## config.mk

```make
export PLATFORM = sky130hd
export DESIGN_NAME = issue_ctrl
export DESIGN_NICKNAME = d
export VERILOG_FILES = /design/src/rtl/issue_ctrl_pkg.sv /design/src/rtl/issue_pair_check.sv /design/src/rtl/issue_ctrl.sv
export SDC_FILE = /design/constraint.sdc
export NUM_CORES = 2
export LEC_CHECK = 0
export CELL_PAD_IN_SITES_DETAIL_PLACEMENT = 0
export CELL_PAD_IN_SITES_GLOBAL_PLACEMENT = 1
export CORE_UTILIZATION = 29
export DETAILED_ROUTE_END_ITERATION = 8
export DONT_BUFFER_PORTS = 1
export PLACE_DENSITY = 0.59
export RECOVER_POWER = 25
export SKIP_CTS_REPAIR_TIMING = 1
export SYNTH_ARGS = -nofsm -noshare
export SYNTH_HDL_FRONTEND = slang
export SYNTH_SLANG_ARGS = --single-unit
```

## constraint.sdc

```tcl
create_clock -name aclk -period 20 [get_ports aclk]
set_clock_uncertainty 0.05 [all_clocks]
set_input_delay 3 -clock aclk [delete_from_list [all_inputs] [get_ports aclk]]
set_output_delay 3 -clock aclk [all_outputs]
set_load 0.1 [all_outputs]
```

## src/rtl/issue_ctrl_pkg.sv

```systemverilog
// Shared definitions for the dual-issue controller: FSM encodings and queue entry layout.
// No logic lives here; the top and the pairing checker both import it.
package issue_ctrl_pkg;

  localparam int REG_W = 5;

  localparam logic [1:0] ISS_RUN   = 2'd0;
  localparam logic [1:0] ISS_DRAIN = 2'd1;
  localparam logic [1:0] ISS_WAIT  = 2'd2;

  // Per-entry control fields; the wide payload is stored beside it so PAYLOAD_W stays a parameter.
  typedef struct packed {
    logic [REG_W-1:0] rd;
    logic [REG_W-1:0] rj;
    logic [REG_W-1:0] rk;
    logic             is_alu;
    logic             is_priv;
  } iq_meta_t;

  // RAW between an older producer and a younger consumer; r0 never creates a dependency.
  function automatic logic raw_hazard(input logic [REG_W-1:0] older_rd,
                                      input logic [REG_W-1:0] younger_rj,
                                      input logic [REG_W-1:0] younger_rk);
    return (older_rd != '0) && ((older_rd == younger_rj) || (older_rd == younger_rk));
  endfunction

endpackage

```

## src/rtl/issue_pair_check.sv

```systemverilog
// Decides whether the two oldest queue entries may issue together this cycle.
// Purely combinational, no backpressure of its own.
module issue_pair_check
  import issue_ctrl_pkg::*;
(
  input  logic             two_valid,
  input  logic [REG_W-1:0] e0_rd,
  input  logic             e0_is_alu,
  input  logic             e0_is_priv,
  input  logic [REG_W-1:0] e1_rj,
  input  logic [REG_W-1:0] e1_rk,
  input  logic             e1_is_alu,
  input  logic             e1_is_priv,
  output logic             pair_ok
);

  logic both_alu;
  logic no_priv;
  logic hazard;

  assign both_alu = e0_is_alu && e1_is_alu;
  assign no_priv  = !e0_is_priv && !e1_is_priv;
  assign hazard   = raw_hazard(e0_rd, e1_rj, e1_rk);
  assign pair_ok  = two_valid && both_alu && no_priv && !hazard;

endmodule

```

## src/rtl/issue_ctrl.sv

```systemverilog
// Dual-issue queue: issues 0-2 entries in order, one cycle after enqueue, serialising priv ops.
// in_ready drops once fewer than two slots are free; out_ready must accept every valid slot.
module issue_ctrl
  import issue_ctrl_pkg::*;
#(
  parameter int DEPTH     = 8,
  parameter int PAYLOAD_W = 128
)(
  input  logic                       aclk,
  input  logic                       areset,
  input  logic                       flush,
  input  logic [1:0]                 in_valid,
  output logic                       in_ready,
  input  logic [PAYLOAD_W-1:0]       in_payload0,
  input  logic [PAYLOAD_W-1:0]       in_payload1,
  input  logic [REG_W-1:0]           in_rd0,
  input  logic [REG_W-1:0]           in_rd1,
  input  logic [REG_W-1:0]           in_rj0,
  input  logic [REG_W-1:0]           in_rj1,
  input  logic [REG_W-1:0]           in_rk0,
  input  logic [REG_W-1:0]           in_rk1,
  input  logic                       in_is_alu0,
  input  logic                       in_is_alu1,
  input  logic                       in_is_priv0,
  input  logic                       in_is_priv1,
  output logic [1:0]                 out_valid,
  input  logic                       out_ready,
  output logic [PAYLOAD_W-1:0]       out_payload0,
  output logic [PAYLOAD_W-1:0]       out_payload1,
  output logic [REG_W-1:0]           out_rd0,
  output logic [REG_W-1:0]           out_rd1,
  output logic [REG_W-1:0]           out_rj0,
  output logic [REG_W-1:0]           out_rj1,
  output logic [REG_W-1:0]           out_rk0,
  output logic [REG_W-1:0]           out_rk1,
  input  logic                       backend_empty,
  input  logic                       priv_done,
  output logic [$clog2(DEPTH):0]     count,
  output logic [1:0]                 state
);

  localparam int IDX_W = $clog2(DEPTH);
  localparam int PTR_W = IDX_W + 1;

  iq_meta_t             meta_q    [DEPTH];
  logic [PAYLOAD_W-1:0] payload_q [DEPTH];

  logic [PTR_W-1:0] head_q, tail_q;
  logic [PTR_W-1:0] occ;
  logic [1:0]       state_q, state_d;
  logic [IDX_W-1:0] hidx0, hidx1, tidx0, tidx1;
  iq_meta_t         e0, e1, wr_meta0, wr_meta1;
  logic             has1, has2, pair_ok;
  logic             enq, pop;

  assign occ      = tail_q - head_q;
  assign count    = occ;
  assign state    = state_q;
  assign has1     = (occ != '0);
  assign has2     = (occ >= PTR_W'(2));
  assign in_ready = (occ <= PTR_W'(DEPTH - 2));

  // Index arithmetic in IDX_W bits wraps naturally, so a pair may straddle DEPTH-1 -> 0.
  assign hidx0 = head_q[IDX_W-1:0];
  assign hidx1 = hidx0 + IDX_W'(1);
  assign tidx0 = tail_q[IDX_W-1:0];
  assign tidx1 = tidx0 + IDX_W'(1);

  assign e0 = meta_q[hidx0];
  assign e1 = meta_q[hidx1];

  assign wr_meta0 = '{rd: in_rd0, rj: in_rj0, rk: in_rk0, is_alu: in_is_alu0, is_priv: in_is_priv0};
  assign wr_meta1 = '{rd: in_rd1, rj: in_rj1, rk: in_rk1, is_alu: in_is_alu1, is_priv: in_is_priv1};

  issue_pair_check u_pair_check (
    .two_valid  (has2),
    .e0_rd      (e0.rd),
    .e0_is_alu  (e0.is_alu),
    .e0_is_priv (e0.is_priv),
    .e1_rj      (e1.rj),
    .e1_rk      (e1.rk),
    .e1_is_alu  (e1.is_alu),
    .e1_is_priv (e1.is_priv),
    .pair_ok    (pair_ok)
  );

  always_comb begin
    out_valid = 2'b00;
    state_d   = state_q;
    case (state_q)
      ISS_RUN: begin
        if (has1 && e0.is_priv) begin
          state_d = ISS_DRAIN;
        end else if (has1) begin
          out_valid = {pair_ok, 1'b1};
        end
      end
      // The priv entry stays at head throughout DRAIN, so E0 is always the one issued.
      ISS_DRAIN: begin
        out_valid = {1'b0, backend_empty};
        if (backend_empty && out_ready) begin
          state_d = ISS_WAIT;
        end
      end
      ISS_WAIT: begin
        if (priv_done) begin
          state_d = ISS_RUN;
        end
      end
      default: state_d = ISS_RUN;
    endcase
  end

  assign out_payload0 = payload_q[hidx0];
  assign out_payload1 = payload_q[hidx1];
  assign out_rd0      = e0.rd;
  assign out_rj0      = e0.rj;
  assign out_rk0      = e0.rk;
  assign out_rd1      = e1.rd;
  assign out_rj1      = e1.rj;
  assign out_rk1      = e1.rk;

  assign enq = in_ready && in_valid[0] && !flush;
  assign pop = out_ready && out_valid[0] && !flush;

  always_ff @(posedge aclk or posedge areset) begin
    if (areset) begin
      head_q  <= '0;
      tail_q  <= '0;
      state_q <= ISS_RUN;
    end else if (flush) begin
      head_q  <= '0;
      tail_q  <= '0;
      state_q <= ISS_RUN;
    end else begin
      state_q <= state_d;
      if (pop) begin
        head_q <= head_q + PTR_W'(1) + PTR_W'(out_valid[1]);
      end
      if (enq) begin
        tail_q <= tail_q + PTR_W'(1) + PTR_W'(in_valid[1]);
      end
    end
  end

  // Storage needs no reset: occupancy comes solely from the pointers.
  always_ff @(posedge aclk) begin
    if (enq) begin
      payload_q[tidx0] <= in_payload0;
      meta_q[tidx0]    <= wr_meta0;
      if (in_valid[1]) begin
        payload_q[tidx1] <= in_payload1;
        meta_q[tidx1]    <= wr_meta1;
      end
    end
  end

endmodule
```

==> out/results.ini <==
[floorplanning]
dieArea_sq_um=235000
num_rows=176
floorplan.initialDensity=0.293
ios=593
dieHeight_microns=484
die_width_microns=484
core_sq_um=231000

[placed_design]
port_buffers=0
gp_congestion=0.760
dp.final_hpwl_mm=127
dpl.cell_count=6789
dp_slack_ns=11.50

[grt]
grt_pass1_wl_mm=313
antenna_found_initial=6
grt_pass1_vias=40400
grt_max_degree=132
grt_overflow=0
grt_usage=0.186

[sta]
post-route-min-period_ns=13.96
finalWorstSetupSlack_ns=6.04
hold_viol_final=0
rsz0062_at_grt=no
worst_pin_slew_ns=5.53
setup_viol=0
slew_headroom=-2.69
fmax_ghz=0.0717
slew_viol_final=451
post-route-period-util=0.698
final.setup.tns_ns=0

[power_and_ir_drop]
leakage_nw=22.9
combPwrFrac=0.435
power_frac_seq=0.313
pwr-share-clk=0.252
power.switching_mw=4.46
power_density_nw_per_um2=133
max-vdd-ir-drop_uv=109
p_int_mw=5.46
p_total_mw=9.92
p_sw_frac=0.450

[finish]
nFillCells=22300
fin_nets=4218
fin_cells=7043
antenna_cells=0
syn2layout_area_growth_pct=10.6
drive_gt1_frac=0.536

[detailed_routing]
post_drt_wl_per_cell_microns=31.5
post_drt_via_cell_ratio=5.48
postRouteAntennaNets=0
remaining_drc_errors=0
drt_iter0_markers=2707
via_count=38600
first_pass_iters=7
wirelength_mm=222

[clock_network]
root_buffer=clkbuf_16
cts_made_buffers=145
htreeDepth=4
cts_buffer_depth=3
cts_tree=done
insertion_delay_ns=0.80
numClockSinks=1170
clk_pin_slew_ns=0.06

[setup_path]
endpoint_kind=flop
critPathKind=reg2reg
cp.arrival_ns=14.43
crit_fanout=76
required_ns=20.48
crit_path_start_kind=flop

[synth]
synth_top_area_share=0.516
ys_ff_latch=1170
yosysUniqueCellTypes=55
ys_seq_area_frac=0.520
synth_area_leaders=edfxtp_1, mux2_2, mux4_2
syn_nets=4300
yosysWarnings=0
netlist_instances=3992
netlist_area_sq_um=67500
synthFlopType=edfxtp_1
syn_avg_cell_area_sq_um=16.9
synth-edff-count=1160
synth_area_leader_cell=edfxtp_1
ys_async_sr_fraction=0.00855

[run_status]
violations=capacitance limit, slew limit
outcome=complete, but fails checks

[worst_hold_path]
hp-class=reg2reg

[flow_run]
maxCapViolCount=13

[cells in the mapped netlist (all sizes together) (3+ instances only)]
master,number
ha,9
o311ai,5
o31ai,4
buf,248
nor3,6
nand4,3
nor3b,5
inv,26
xor2,8
nand3b,3
nor2,18
and3,5
o311a,3
mux2i,27
edfxtp,1160
dfrtp,10
o21bai,3
nand3,7
mux4,570
and2,3
nand2,433
nand2b,4
clkbuf,66
or3,4
nor4,3
xnor2,12
mux2,1306
or2,3
a21oi,8
o21ai,10
[sequential cells by signal (all words and copies together), names as in the netlist]
signal and flops:
payload_q 1024, meta_q 136, head_q 4, tail_q 4, state 2
[worst max-delay path: stages, from the launching register on]
cell and delay [ns]:
dfrtp_4 0.72, clkinvlp_2 4.17, buf_4 1.87, ha_1 0.44, xor2_1 0.15, inv_1 0.73
nand3_1 0.23, nand4_1 0.33, nor4b_1 0.15, nand2_1 1.63, clkbuf_1 2.58, mux2_2 0.51
[per-layer routing]
metal,up-vias,GRT usage,wire length [microns]
li1,16100,-,-
met1,20900,0.233,91200
met2,1367,0.300,104000
met3,226,0.0736,22800
met4,0,0.0381,3640
met5,-,0,0
[power by group through the flow]
stage	combinational (mW)	clock, mW	sequential (mW)
2_1_floorplan	3.66	0	3.16
3_3_place_gp	4.35	0	3.14
3_5_place_dp	4.35	0	3.15
4_1_cts	4.36	2.56	3.10
5_1_grt	4.47	2.64	3.13
6_report	4.32	2.50	3.10
[final timing paths]
path / startpoint / end / slack (ns) / cells after the start
max in group asynchronous: areset / head_q[2]$_DFFE_PP0P_ / 17.30 / 1
worst max-delay path: head_q[2]$_DFFE_PP0P_ / payload_q[1][52]$_DFFE_PP_ / 6.04 / 11
min in group asynchronous: areset / head_q[1]$_DFFE_PP0P_ / 2.14 / 1
worst max register to register: head_q[2]$_DFFE_PP0P_ / payload_q[1][52]$_DFFE_PP_ / 6.04 / 11
worst min register to register: tail_q[3]$_DFFE_PP0P_ / tail_q[3]$_DFFE_PP0P_ / 0.53 / 2
worst min-delay path: tail_q[3]$_DFFE_PP0P_ / tail_q[3]$_DFFE_PP0P_ / 0.53 / 2
[metrics by stage]
step | cell area, sq um | util | hold WS [ns]
2_1_floorplan | 67500 | - | 0.475
3_3_place_gp | 70500 | 0.306 | 0.496
3_5_place_dp | 70500 | 0.306 | 0.510
4_1_cts | 74800 | 0.324 | 0.523
5_1_grt | 74700 | 0.324 | 0.563
6_report | 74700 | 0.324 | 0.528
[layout make-up]
cell class,count,area [sq um],share of cell area
flip-flops and latches,1170,35100,0.470
multi-input cells,2481,30600,0.409
clock buffers,193,3940,0.0528
well taps,3026,3790,0.0507
repair buffers,85,769,0.0103
clock inverters,61,400,0.00536
inverters,27,103,0.00137
[cells by family (layout without fill, tap and decap cells)]
logic type,Yosys count,count (layout),synth area share
xor gates and xnor gates,20,20,0.00260
and+or+nand+nor,504,504,0.0302
AOI/OAI and AO/OA,44,44,0.00462
adders and majority gates,10,10,0.00196
buffers and inverters,341,366,0.0285
DFF,1170,1170,0.520
muxes,1903,1903,0.412
[cell usage in the layout, fill, tap and decap left out, types with 6 or more instances in the layout]
| master | instances |
|---|---|
| inv_6 | 7 |
| nand2_1 | 433 |
| nor2_1 | 16 |
| ha_1 | 9 |
| nor3_1 | 6 |
| nand3_1 | 7 |
| buf_12 | 11 |
| mux2i_1 | 27 |
| mux4_2 | 568 |
| edfxtp_1 | 1160 |
| dfrtp_1 | 8 |
| xor2_1 | 7 |
| clkinv_1 | 29 |
| mux2_2 | 1303 |
| buf_4 | 66 |
| a21oi_1 | 8 |
| clkinv_2 | 21 |
| o21ai_0 | 9 |
| clkbuf_16 | 149 |
| inv_1 | 25 |
| xnor2_1 | 12 |
| clkbuf_1 | 46 |
(Power assumes the default switching activity.)
